--- config.mk ---
export PLATFORM = sky130hd
export DESIGN_NAME = tap_ctrl
export DESIGN_NICKNAME = d
export VERILOG_FILES = /design/src/rtl/jtag_pkg.sv /design/src/rtl/jtag_sync.sv /design/src/rtl/tap_ctrl.sv
export SDC_FILE = /design/constraint.sdc
export NUM_CORES = 1
export LEC_CHECK = 0
export BUFFER_PORTS_ARGS = -buffer_cell sky130_fd_sc_hd__buf_2
export CAP_MARGIN = 20
export CORE_AREA = 2 2 43 45
export CTS_CLUSTER_SIZE = 40
export DETAILED_ROUTE_END_ITERATION = 12
export DIE_AREA = 0 0 45 47
export GPL_TIMING_DRIVEN = 0
export PLACE_DENSITY = 0.83
export SLEW_MARGIN = 15
export SYNTH_ARGS = -nofsm -noshare
export SYNTH_HDL_FRONTEND = slang
export SYNTH_SLANG_ARGS = --single-unit
--- constraint.sdc ---
create_clock -name iclk -period 2.49 [get_ports iclk]
set_input_delay 0.3735 -clock iclk [delete_from_list [all_inputs] [get_ports iclk]]
set_output_delay 0.3735 -clock iclk [all_outputs]
set_load 0.01 [all_outputs]
--- src/rtl/jtag_pkg.sv ---
// Shared JTAG TAP definitions: state encodings, IR width and the 1149.1 next-state graph.
package jtag_pkg;

   localparam int unsigned IR_WIDTH = 8;

   typedef enum logic [3:0] {
      StTlr   = 4'hF,
      StRti   = 4'hC,
      StSelDr = 4'h7,
      StCapDr = 4'h6,
      StShDr  = 4'h2,
      StEx1Dr = 4'h1,
      StPauDr = 4'h3,
      StEx2Dr = 4'h0,
      StUpdDr = 4'h5,
      StSelIr = 4'h4,
      StCapIr = 4'hE,
      StShIr  = 4'hA,
      StEx1Ir = 4'h9,
      StPauIr = 4'hB,
      StEx2Ir = 4'h8,
      StUpdIr = 4'hD
   } tap_state_t;

   function automatic tap_state_t tap_next(input tap_state_t cur, input logic tms);
      tap_state_t nxt;
      unique case (cur)
         StTlr:   nxt = tms ? StTlr   : StRti;
         StRti:   nxt = tms ? StSelDr : StRti;
         StSelDr: nxt = tms ? StSelIr : StCapDr;
         StCapDr: nxt = tms ? StEx1Dr : StShDr;
         StShDr:  nxt = tms ? StEx1Dr : StShDr;
         StEx1Dr: nxt = tms ? StUpdDr : StPauDr;
         StPauDr: nxt = tms ? StEx2Dr : StPauDr;
         StEx2Dr: nxt = tms ? StUpdDr : StShDr;
         StUpdDr: nxt = tms ? StSelDr : StRti;
         StSelIr: nxt = tms ? StTlr   : StCapIr;
         StCapIr: nxt = tms ? StEx1Ir : StShIr;
         StShIr:  nxt = tms ? StEx1Ir : StShIr;
         StEx1Ir: nxt = tms ? StUpdIr : StPauIr;
         StPauIr: nxt = tms ? StEx2Ir : StPauIr;
         StEx2Ir: nxt = tms ? StUpdIr : StShIr;
         StUpdIr: nxt = tms ? StSelDr : StRti;
         default: nxt = StTlr;
      endcase
      return nxt;
   endfunction

endpackage

--- src/rtl/jtag_sync.sv ---
// Synchronizes the JTAG pins into iclk and derives single-cycle tck edge pulses.
module jtag_sync #(
   parameter int unsigned SYNC_STAGES = 2
) (
   input  logic iclk,
   input  logic reset,
   input  logic tck,
   input  logic tms,
   input  logic tdi,
   output logic tck_rise,
   output logic tck_fall,
   output logic tms_s,
   output logic tdi_s
);

   logic [SYNC_STAGES-1:0] tck_q;
   logic [SYNC_STAGES-1:0] tms_q;
   logic [SYNC_STAGES-1:0] tdi_q;
   logic                   tck_last;

   always_ff @(posedge iclk or negedge reset) begin
      if (!reset) begin
         tck_q    <= '0;
         tms_q    <= '0;
         tdi_q    <= '0;
         tck_last <= 1'b0;
      end else begin
         tck_q    <= {tck_q[SYNC_STAGES-2:0], tck};
         tms_q    <= {tms_q[SYNC_STAGES-2:0], tms};
         tdi_q    <= {tdi_q[SYNC_STAGES-2:0], tdi};
         tck_last <= tck_q[SYNC_STAGES-1];
      end
   end

   // tms/tdi leave the same stage as the tck edge they belong to.
   assign tck_rise = tck_q[SYNC_STAGES-1] & ~tck_last;
   assign tck_fall = ~tck_q[SYNC_STAGES-1] & tck_last;
   assign tms_s    = tms_q[SYNC_STAGES-1];
   assign tdi_s    = tdi_q[SYNC_STAGES-1];

endmodule

--- src/rtl/tap_ctrl.sv ---
// JTAG TAP controller running entirely in the iclk domain; tck is treated as sampled data.
module tap_ctrl
   import jtag_pkg::*;
#(
   parameter int unsigned SYNC_STAGES = 2
) (
   input  logic       iclk,
   input  logic       reset,
   input  logic       tck,
   input  logic       tms,
   input  logic       tdi,
   output logic       tdo,
   output logic       tdo_oe,
   input  logic       ir_so,
   input  logic       dr_so,
   output logic       s_tdi,
   output logic       shift_ir,
   output logic       clk_ir,
   output logic       update_ir,
   output logic       shift_dr,
   output logic       clk_dr,
   output logic       update_dr,
   output logic       tlr,
   output logic [3:0] tap_state
);

   logic       tck_rise;
   logic       tck_fall;
   logic       tms_s;
   logic       tdi_s;
   tap_state_t state;
   tap_state_t nxt;

   jtag_sync #(
      .SYNC_STAGES (SYNC_STAGES)
   ) u_sync (
      .iclk     (iclk),
      .reset    (reset),
      .tck      (tck),
      .tms      (tms),
      .tdi      (tdi),
      .tck_rise (tck_rise),
      .tck_fall (tck_fall),
      .tms_s    (tms_s),
      .tdi_s    (tdi_s)
   );

   assign nxt       = tap_next(state, tms_s);
   assign tap_state = state;

   always_ff @(posedge iclk or negedge reset) begin
      if (!reset) begin
         state     <= StTlr;
         tlr       <= 1'b1;
         s_tdi     <= 1'b0;
         shift_ir  <= 1'b0;
         shift_dr  <= 1'b0;
         clk_ir    <= 1'b0;
         clk_dr    <= 1'b0;
         update_ir <= 1'b0;
         update_dr <= 1'b0;
         tdo       <= 1'b0;
         tdo_oe    <= 1'b0;
      end else begin
         clk_ir    <= 1'b0;
         clk_dr    <= 1'b0;
         update_ir <= 1'b0;
         update_dr <= 1'b0;
         // Lags state by one iclk so cells see the pre-transition mode during clk_* pulses.
         shift_ir  <= (state == StShIr);
         shift_dr  <= (state == StShDr);

         if (tck_rise) begin
            state  <= nxt;
            tlr    <= (nxt == StTlr);
            s_tdi  <= tdi_s;
            clk_ir <= (state == StCapIr) || (state == StShIr);
            clk_dr <= (state == StCapDr) || (state == StShDr);
         end

         if (tck_fall) begin
            update_ir <= (state == StUpdIr);
            update_dr <= (state == StUpdDr);
            tdo_oe    <= (state == StShIr) || (state == StShDr);
            if (state == StShIr) begin
               tdo <= ir_so;
            end else if (state == StShDr) begin
               tdo <= dr_so;
            end
         end
      end
   end

endmodule

# --- Yosys cells after proc, flatten, opt, wreduce, memory -nomap -nowiden ---
# Cells that the tools add are included.
totals:
  wordCells: 63
  regBits: 21
  out_inout_bits: 14
op_classes:
  mux: 19
  eq_ne: 16
  n_reduce_logical: 9
  bitwise: 4
op_table:
  columns: ["operator", "count"]
  rows:
  - ["$pmux 4 s12", 1]
  - ["$eq 4x4->1 const B", 9]
  - ["$eq 4x3->1 const B", 4]
  - ["$mux 2", 6]
  - ["$mux 3", 4]
  - ["$eq 4x2->1 const B", 2]
  - ["$mux 1", 7]
  - ["$eq 4x1->1 const B", 1]
  - ["$logic_not 4->1", 1]
  - ["$mux 4", 1]
  - ["$reduce_or 2->1", 2]
  - ["$logic_or 1x1->1", 3]
  - ["$reduce_or 3->1", 1]
  - ["$and 1x1->1", 2]
  - ["$not 1->1", 2]
  - ["$reduce_and 2->1", 1]
  - ["$reduce_bool 2->1", 1]

# --- Logic depth before layout (Yosys ltp) ---
# Gate-level depths: netlist of run 1.
logic_depth:
  depth_word: 4
  mapped_depth: 4
  mapped_depth_nobuf: 3

# --- Hierarchy ---
# Synthesis of run 1 repeated with hierarchy kept, for this count alone.
unflattened:
  hier_cells: 64
  area_unflattened_um2: 835.8
by_module_without_submodules:
  columns: ["module", "instances", "area_per_inst_um2", "cells_each", "seq_area_each_um2"]
  rows:
  - ["tap_ctrl", 1, 645.6, 55, 356.6]
  - ["jtag_sync", 1, 190.2, 9, 175.2]

# --- Worst setup path after synthesis of run 1 ---
# Ideal clock, no wire load.
synth_timing:
  path_type: "reg2reg"
  startpoint: "reg state[2] (netlist: tap_state[2])"
  endpoint: "reg state[1] (netlist: tap_state[1])"
  setup_time_ns: 0.084
  path_buffers: 1
  stages_incl_launch_ff: 5
  period_less_slack_ns: 1.309
  arrival_ns: 1.225
  setup_slack_ns: 1.181
  path_cell_list: "dfstp_2 buf_4 nand2b_1 o32a_1 o2111ai_1"
synth_between:
  elab_chain_cells: 3
synth_rtl:
  columns: ["element", "line", "rtl"]
  rows:
  - ["from (decl)", "tap_ctrl.sv:31", "tap_state_t state;"]
  - ["from (signal assigned)", "tap_ctrl.sv:53", "state <= StTlr;"]
  - ["from (signal assigned)", "tap_ctrl.sv:74", "state <= nxt;"]
  - ["$eq 4x4->1, or another cell as far along", "jtag_pkg.sv:27", "unique case (cur)"]
  - ["$reduce_or 3->1 (no line) / $reduce_or 2->1 (equally long branches)", null, null]
  - ["$pmux 4 s12 (*)", "jtag_pkg.sv:27", null]
# Mark *: on every way between the ends. The rest lies on a longest branch, timed or not.
# A chain may end at the register's enable or synchronous reset.

# --- Worst setup path in the final report of run 1 ---
layout_timing:
  startpoint: "reg state[1] (netlist: tap_state[1])"
  endpoint: "out tap_state[1]"
layout_lines:
  columns: ["element", "line", "rtl"]
  rows:
  - ["to (decl)", "tap_ctrl.sv:24", "output logic [3:0] tap_state"]
# No word-level cell between the ends.

==> results of run 1 <==
[synthesized netlist by cell type, drive strengths merged, types with 2 or more instances]
cell      n  area [µm²]
dfrtp    16         400
a31oi     2        12.5
nor3b     2        20.0
and2      3        18.8
dfstp     5         131
nor2      6        22.5
a21oi     3        15.0
mux2      2        22.5
buf       4        28.8
and2b     2        17.5
o21ai     5        25.0
o2111ai   2        17.5
nor4      2        12.5
inv       2        7.51
nand2     6        22.5
nand2b    2        20.0
[flip-flops by register name, summed over array words and instances (netlist names), 2 cells and up]
signal	count
u_sync.tck_q	2
u_sync.tms_q	2
tap_state	4
u_sync.tdi_q	2
[kinds of logic (layout without fill, tap and decap cells)]
group / Yosys count / count (layout) / synth area share, %
AOI/OAI and AO/OA: 14 / 14 / 10.4
DFF: 21 / 21 / 63.1
muxes: 3 / 3 / 3.86
buffers and inverters: 7 / 31 / 4.75
and+or+nand+nor: 26 / 26 / 18.0
[power groups by stage]
stage	clock, µW	combinational (µW)	sequential (µW)
2_1_floorplan	0	193	511
3_3_place_gp	0	326	480
3_5_place_dp	0	334	485
4_1_cts	161	336	477
5_1_grt	173	371	489
6_report	156	334	477
[worst max path at each step]
stage / startpoint / end / slack, ns
6_report: tap_state[1] / tap_state[1] / 1.06
2_1_floorplan: tap_state[2] / tap_state[1] / 1.18
3_5_place_dp: tap_state[2] / tap_state[1] / 1.15
4_1_cts: tap_state[1] / tap_state[1] / 1.06
5_1_grt: tap_state[1] / tap_state[1] / 1.01
3_3_place_gp: tap_state[2] / tap_state[1] / 1.16
[worst reg2reg max path, cell delays in order, from the launching register on]
cell and delay [ns]:
dfstp_2 0.54, buf_4 0.15, nand2b_1 0.08, o32a_1 0.32
o2111ai_1 0.19
[per-stage QoR]
step / total power [µW] / worst slack (ns) / instances
6_report: 966 / 1.06 / 112
3_5_place_dp: 819 / 1.15 / 108
5_1_grt: 1030 / 1.01 / 112
2_1_floorplan: 704 / 1.18 / 71
3_3_place_gp: 806 / 1.16 / 108
4_1_cts: 974 / 1.06 / 112
[cell type report]
type	count	area, µm²
Multi-Input combinational cell	43	272
Timing Repair Buffer	20	100
Inverter	2	7.51
Fill cell	148	661
Tap cell	17	21.3
Clock buffer	4	26.3
Sequential cell	21	532
Buffer	5	32.5
[per-layer routing]
layer	share of wire [%]	routed length [µm]	GRT usage, %
met5	0	0	0
met4	1.5	21	9.41
met3	5.1	69	3.46
met2	47	639	20.9
met1	46	632	19.0
==> results by group, run 1 <==
Run status
  • Status: finished, final reports clean

Layout
  • Area delta synth->final: 17.5%
  • Leading cell type in the layout, fill and taps excluded: buf_2
  • Commonest cells after routing, fill and taps aside: buf_2 (22), dfrtp_1 (16), nor2_1 (6), nand2_1 (6)
  • Nets@finish: 103
  • Post-route cell area: 991 µm²
  • Post-layout util: 60.0%
  • Antenna cell count: 0
  • Layout cells sized above 1: 38.9%

Critical path
  • Critical R2R Capture: tap_state[1]
  • Worst R2R Setup Slack: 1.13 ns
  • Cell Chain, Critical Path: buf_2
  • Startpoint Class: register
  • Crit path max-delay family: flip-flops
  • Setup CP Type: register to output port
  • Critical Path End Type: output port
  • Max incr delay on CP: 0.62 ns
  • Req. time, crit path: 2.12 ns
  • R2r worst-path depth: 4
  • WP depth: 1
  • Origin of the critical flop-to-flop path: tap_state[2]
  • Worst path bufs/invs: 1
  • Data arrival time of the worst path: 1.06 ns
  • Crit path max-delay cell type: dfstp_2
  • Worst-path maximum fanout: 9

Hold path
  • Min-delay worst type: primary input to asynchronous set/reset pin

Timing
  • Setup TNS Final: 0 ns
  • Max Slew Vio Count: 0
  • Period utilization: 57.5%
  • Slew @ Worst Pin: 0.437 ns
  • Worst slew margin: 70.9%
  • Final hold vios: 0
  • Fin crit period: 1.43 ns
  • Final Setup Violations: 0
  • Max Freq: 0.698 GHz
  • RSZ-0062 raised after global routing: no
  • Setup Skew: 0.00258 ns
  • Final Hold Slack: 0.00409 ns

Die
  • Initial Util: 51.1%
  • Die X: 45 µm
  • Die height: 47 µm
  • Core Rows: 15
  • Core box area: 1650 µm²
  • DIE AREA: 2120 µm²
  • IO Pins: 21

Synth
  • Post-Syn Instances: 71
  • Post-synthesis cell type count: 29
  • Syn Nets: 78
  • Netlist Area Pre-Place: 843 µm²
  • Ys async rst share: 100%
  • #FFs+latches synth: 21
  • Mapped Avg Cell Area: 11.9 µm²
  • Number of flops mapped to enable cells by yosys: 0
  • Register area share after synthesis: 63.1%
  • Yosys Warn Count: 0
  • Post-synth top flop: dfrtp_1

Drt
  • Detail-routed via count per cell: 5.48
  • Detailed Route Iter0 Violations: 16
  • Post-route DRC: 0
  • Drt wl/cell: 12.2 µm
  • Vias post-DR: 614
  • Post-route ant nets: 0
  • Total Wirelength: 1.36 mm
  • TritonRoute pass-1 iters: 4

Clock network
  • Clock Latency Late Sink: 0.29 ns
  • Sink Count: 21
  • Setup Buffers After CTS: 0
  • CTS buffer count: 3
  • Cts hold-fix bufs: 0
  • Post-CTS Resized: 0
  • CTS tree: yes
  • CTS root buffer: clkbuf_4
  • Htree depth: 1
  • Longest Clk Path Bufs: 2
  • Clock-pin slew on the worst setup and hold paths: 0.11 ns

Place
  • Placed Instance Area: 965 µm²
  • Post-detail-place hpwl: 982 µm
  • Placer Congestion: 0.793
  • # port buffers: 20

Power
  • Clock power share: 16.1%
  • Pint: 635 µW
  • Switching power: 331 µW
  • Sequential Power Share: 49.3%
  • Leakage: 0.000491 µW
  • Switching share of power: 34.3%
  • Share of power burned in combinational logic: 34.5%
  • Worst vdd ir: 0.508 mV
  • Pwr per Cell Area: 975 nW/µm²

Global route
  • GRT Util Overall: 14.3%
  • Largest net degree at the start of global routing: 22
  • Vias in the first global route: 517
  • Initial antenna violation count: 0
  • First-pass GRT wire length: 2.11 mm
  • Global route total overflow: 0

Run
  • Max-cap viol count: 0
Note: power is estimated with default switching activity, not from simulation.
==> inputs of run 2 (changes only) <==
--- a/config.mk
+++ b/config.mk
@@ -7,12 +7,12 @@
 export LEC_CHECK = 0
 export BUFFER_PORTS_ARGS = -buffer_cell sky130_fd_sc_hd__buf_2
 export CAP_MARGIN = 20
-export CORE_AREA = 2 2 43 45
+export CORE_AREA = 2 2 47 49
 export CTS_CLUSTER_SIZE = 40
 export DETAILED_ROUTE_END_ITERATION = 12
-export DIE_AREA = 0 0 45 47
+export DIE_AREA = 0 0 49 51
 export GPL_TIMING_DRIVEN = 0
-export PLACE_DENSITY = 0.83
+export PLACE_DENSITY = 0.75
 export SLEW_MARGIN = 15
 export SYNTH_ARGS = -nofsm -noshare
 export SYNTH_HDL_FRONTEND = slang
==> constraint.sdc (replaced) <==
create_clock -name iclk -period 1.2 [get_ports iclk]
set_input_delay 0.18 -clock iclk [delete_from_list [all_inputs] [get_ports iclk]]
set_output_delay 0.18 -clock iclk [all_outputs]
set_load 0.01 [all_outputs]
==> run 2 against run 1 <==
The run now ends with negative setup slack left. Register-to-register slack worse by 1.2 ns. Die area up 18%. Power up 150%. Wire length up 16%. Sequential power up 110%. Largest power group is now combinational logic. Design area up 17%. Cell count up 18%. Non-clock buffer count up 9. Global-route usage down 0.43 points. Sequential share of layout area down 7.9 points. First-iteration DRC count down 63%.
==> results by group, run 2 (same netlist as run 1, synthesis figures left out) <==
Run status
  • Status: complete, but fails checks
  • Violated checks: negative setup slack

Timing
  • Final hold vios: 0
  • Period utilization: 104%
  • Max Slew Vio Count: 0
  • Slew @ Worst Pin: 0.451 ns
  • Worst slew margin: 70.0%
  • Setup Skew: 0.00104 ns
  • Worst setup margin: -0.0496 ns
  • Max Freq: 0.800 GHz
  • RSZ-0062 raised after global routing: yes
  • Final Setup Violations: 4
  • Fin crit period: 1.25 ns

Global route
  • Largest net degree at the start of global routing: 22
  • GRT Util Overall: 13.8%
  • Global route total overflow: 0
  • Vias in the first global route: 616
  • First-pass GRT wire length: 2.57 mm
  • Initial antenna violation count: 0

Hold path
  • Hold path start: dr_so
  • Hold endpoint: tdo
  • Hold Path Cell Cnt: 3
  • Min-delay worst type: primary input to register

Clock network
  • Htree depth: 1
  • CTS root buffer: clkbuf_4
  • Clock-pin slew on the worst setup and hold paths: 0.11 ns
  • CTS tree: yes
  • Clock Latency Late Sink: 0.30 ns
  • CTS buffer count: 3
  • Sink Count: 21
  • Longest Clk Path Bufs: 2

Die
  • IO Pins: 21
  • Die X: 49 µm
  • Core Rows: 17
  • DIE AREA: 2500 µm²
  • Die height: 51 µm
  • Core box area: 2060 µm²
  • Initial Util: 40.9%

Drt
  • Vias post-DR: 643
  • Wire length on met2: 792 µm
  • Detail-routed via count per cell: 4.87
  • Met3 WL post-DR: 44 µm
  • Post-route DRC: 0
  • TritonRoute pass-1 iters: 4
  • Post-route ant nets: 0
  • Total Wirelength: 1.58 mm
  • DR top layer: met4
  • Drt wl/cell: 12.0 µm
  • Detailed Route Iter0 Violations: 6
  • M1 WL: 703 µm

Layout
  • Layout cells sized above 1: 47.1%
  • Nets@finish: 112
  • Max reg flops: 4
  • Antenna cell count: 0
  • Commonest cells after routing, fill and taps aside: buf_2 (17), dfrtp_1 (16), buf_6 (8), nor2_1 (6), nand2_1 (6)
  • Area delta synth->final: 37.8%
  • Leading cell type in the layout, fill and taps excluded: buf_2

Critical path
  • Max incr delay on CP: 0.56 ns
  • R2r worst-path depth: 4
  • Crit path max-delay cell type: dfstp_2
  • Critical Path End Type: register
  • Crit path max-delay family: flip-flops
  • Worst-path maximum fanout: 3
  • Cell Chain, Critical Path: buf_6 > nand2b_4 > o32a_1 > o2111ai_2
  • Critical R2R Capture: tap_state[1]
  • Origin of the critical flop-to-flop path: tap_state[2]
  • Worst path bufs/invs: 1
  • Data arrival time of the worst path: 1.49 ns
  • Worst R2R Setup Slack: -0.05 ns
  • Setup CP Type: register to register
  • Req. time, crit path: 1.44 ns
  • Startpoint Class: register

Power
  • Pwr per Cell Area: 2060 nW/µm²
  • Worst vdd ir: 1.14 mV
  • Leakage: 0.000569 µW
  • Total power: 2390 µW

Place
  • Post-detail-place hpwl: 994 µm
  • # port buffers: 20
  • Placer Congestion: 0.873
  • Post-Place Setup Slack: -0.0798 ns

Run
  • Max-cap viol count: 0
run 2: cell count changes in the layout (fill, tap and decap cells not counted), moves of 2 or more:
cell	change
mux2_4	+2
buf_2	-5
buf_4	+3
dlygate4sd3_1	+4
buf_6	+7
run 2: worst register-to-register path: cells and delay by family, from the launching register on:
kind	cells	cell delay, ns
flops	1	0.56
buf+inv	1	0.11
compound gates	2	0.46
simple gates	1	0.05
run 2: what timing repair did:
item                       CTS  global route
pin swaps                    1             5
setup endpoints to repair    6            11
hold endpoints to repair    19             0
hold buffers                 4             0
buffers inserted             4             1
resized for setup            4            12
run 2: cell type report:
class	instances	area, µm²
Timing Repair Buffer	29	200
Clock inverter	1	5.00
Buffer	5	48.8
Multi-Input combinational cell	43	312
Fill cell	173	901
Sequential cell	21	532
Inverter	2	7.51
Tap cell	28	35.0
Clock buffer	3	22.5
run 2: worst max path at each step:
| stage | start | to | slack [ns] | depth (start not counted) |
|---|---|---|---|---|
| after floorplan | tap_state[2] | tap_state[1] | -0.06 | 4 |
| after global placement | tap_state[2] | tap_state[1] | -0.06 | 4 |
| after detailed placement | tap_state[2] | tap_state[1] | -0.08 | 4 |
| after CTS | tap_state[2] | tap_state[0] | -0.05 | 5 |
| after global routing | tap_state[2] | tap_state[1] | -0.1 | 4 |
| final | tap_state[2] | tap_state[1] | -0.05 | 4 |
run 2: per-layer routing:
| layer | track usage (%) | up-vias |
|---|---|---|
| met5 | 0 | - |
| met4 | 10.5 | 0 |
| met3 | 2.63 | 6 |
| met2 | 23.1 | 14 |
| met1 | 15.8 | 314 |
| li1 | - | 309 |
run 2: per-stage QoR:
step	setup TNS [ns]	std cells	utilization (%)	hold WS [ns]	area [µm²]
finish	-0.0962	132	56.3	0.199	1160
global placement	-0.0720	119	48.0	0.141	990
floorplan	-0.0777	71	-	-0.116	855
global route	-0.430	132	56.3	0.186	1160
CTS	-0.201	131	53.5	0.191	1100
detailed placement	-0.128	119	48.0	0.150	990
run 2: report_power, final:
group          switching [µW]  internal, µW  leakage [µW]
combinational             475           558      0.000297
sequential                120           901      0.000254
clock                     212           125     0.0000177
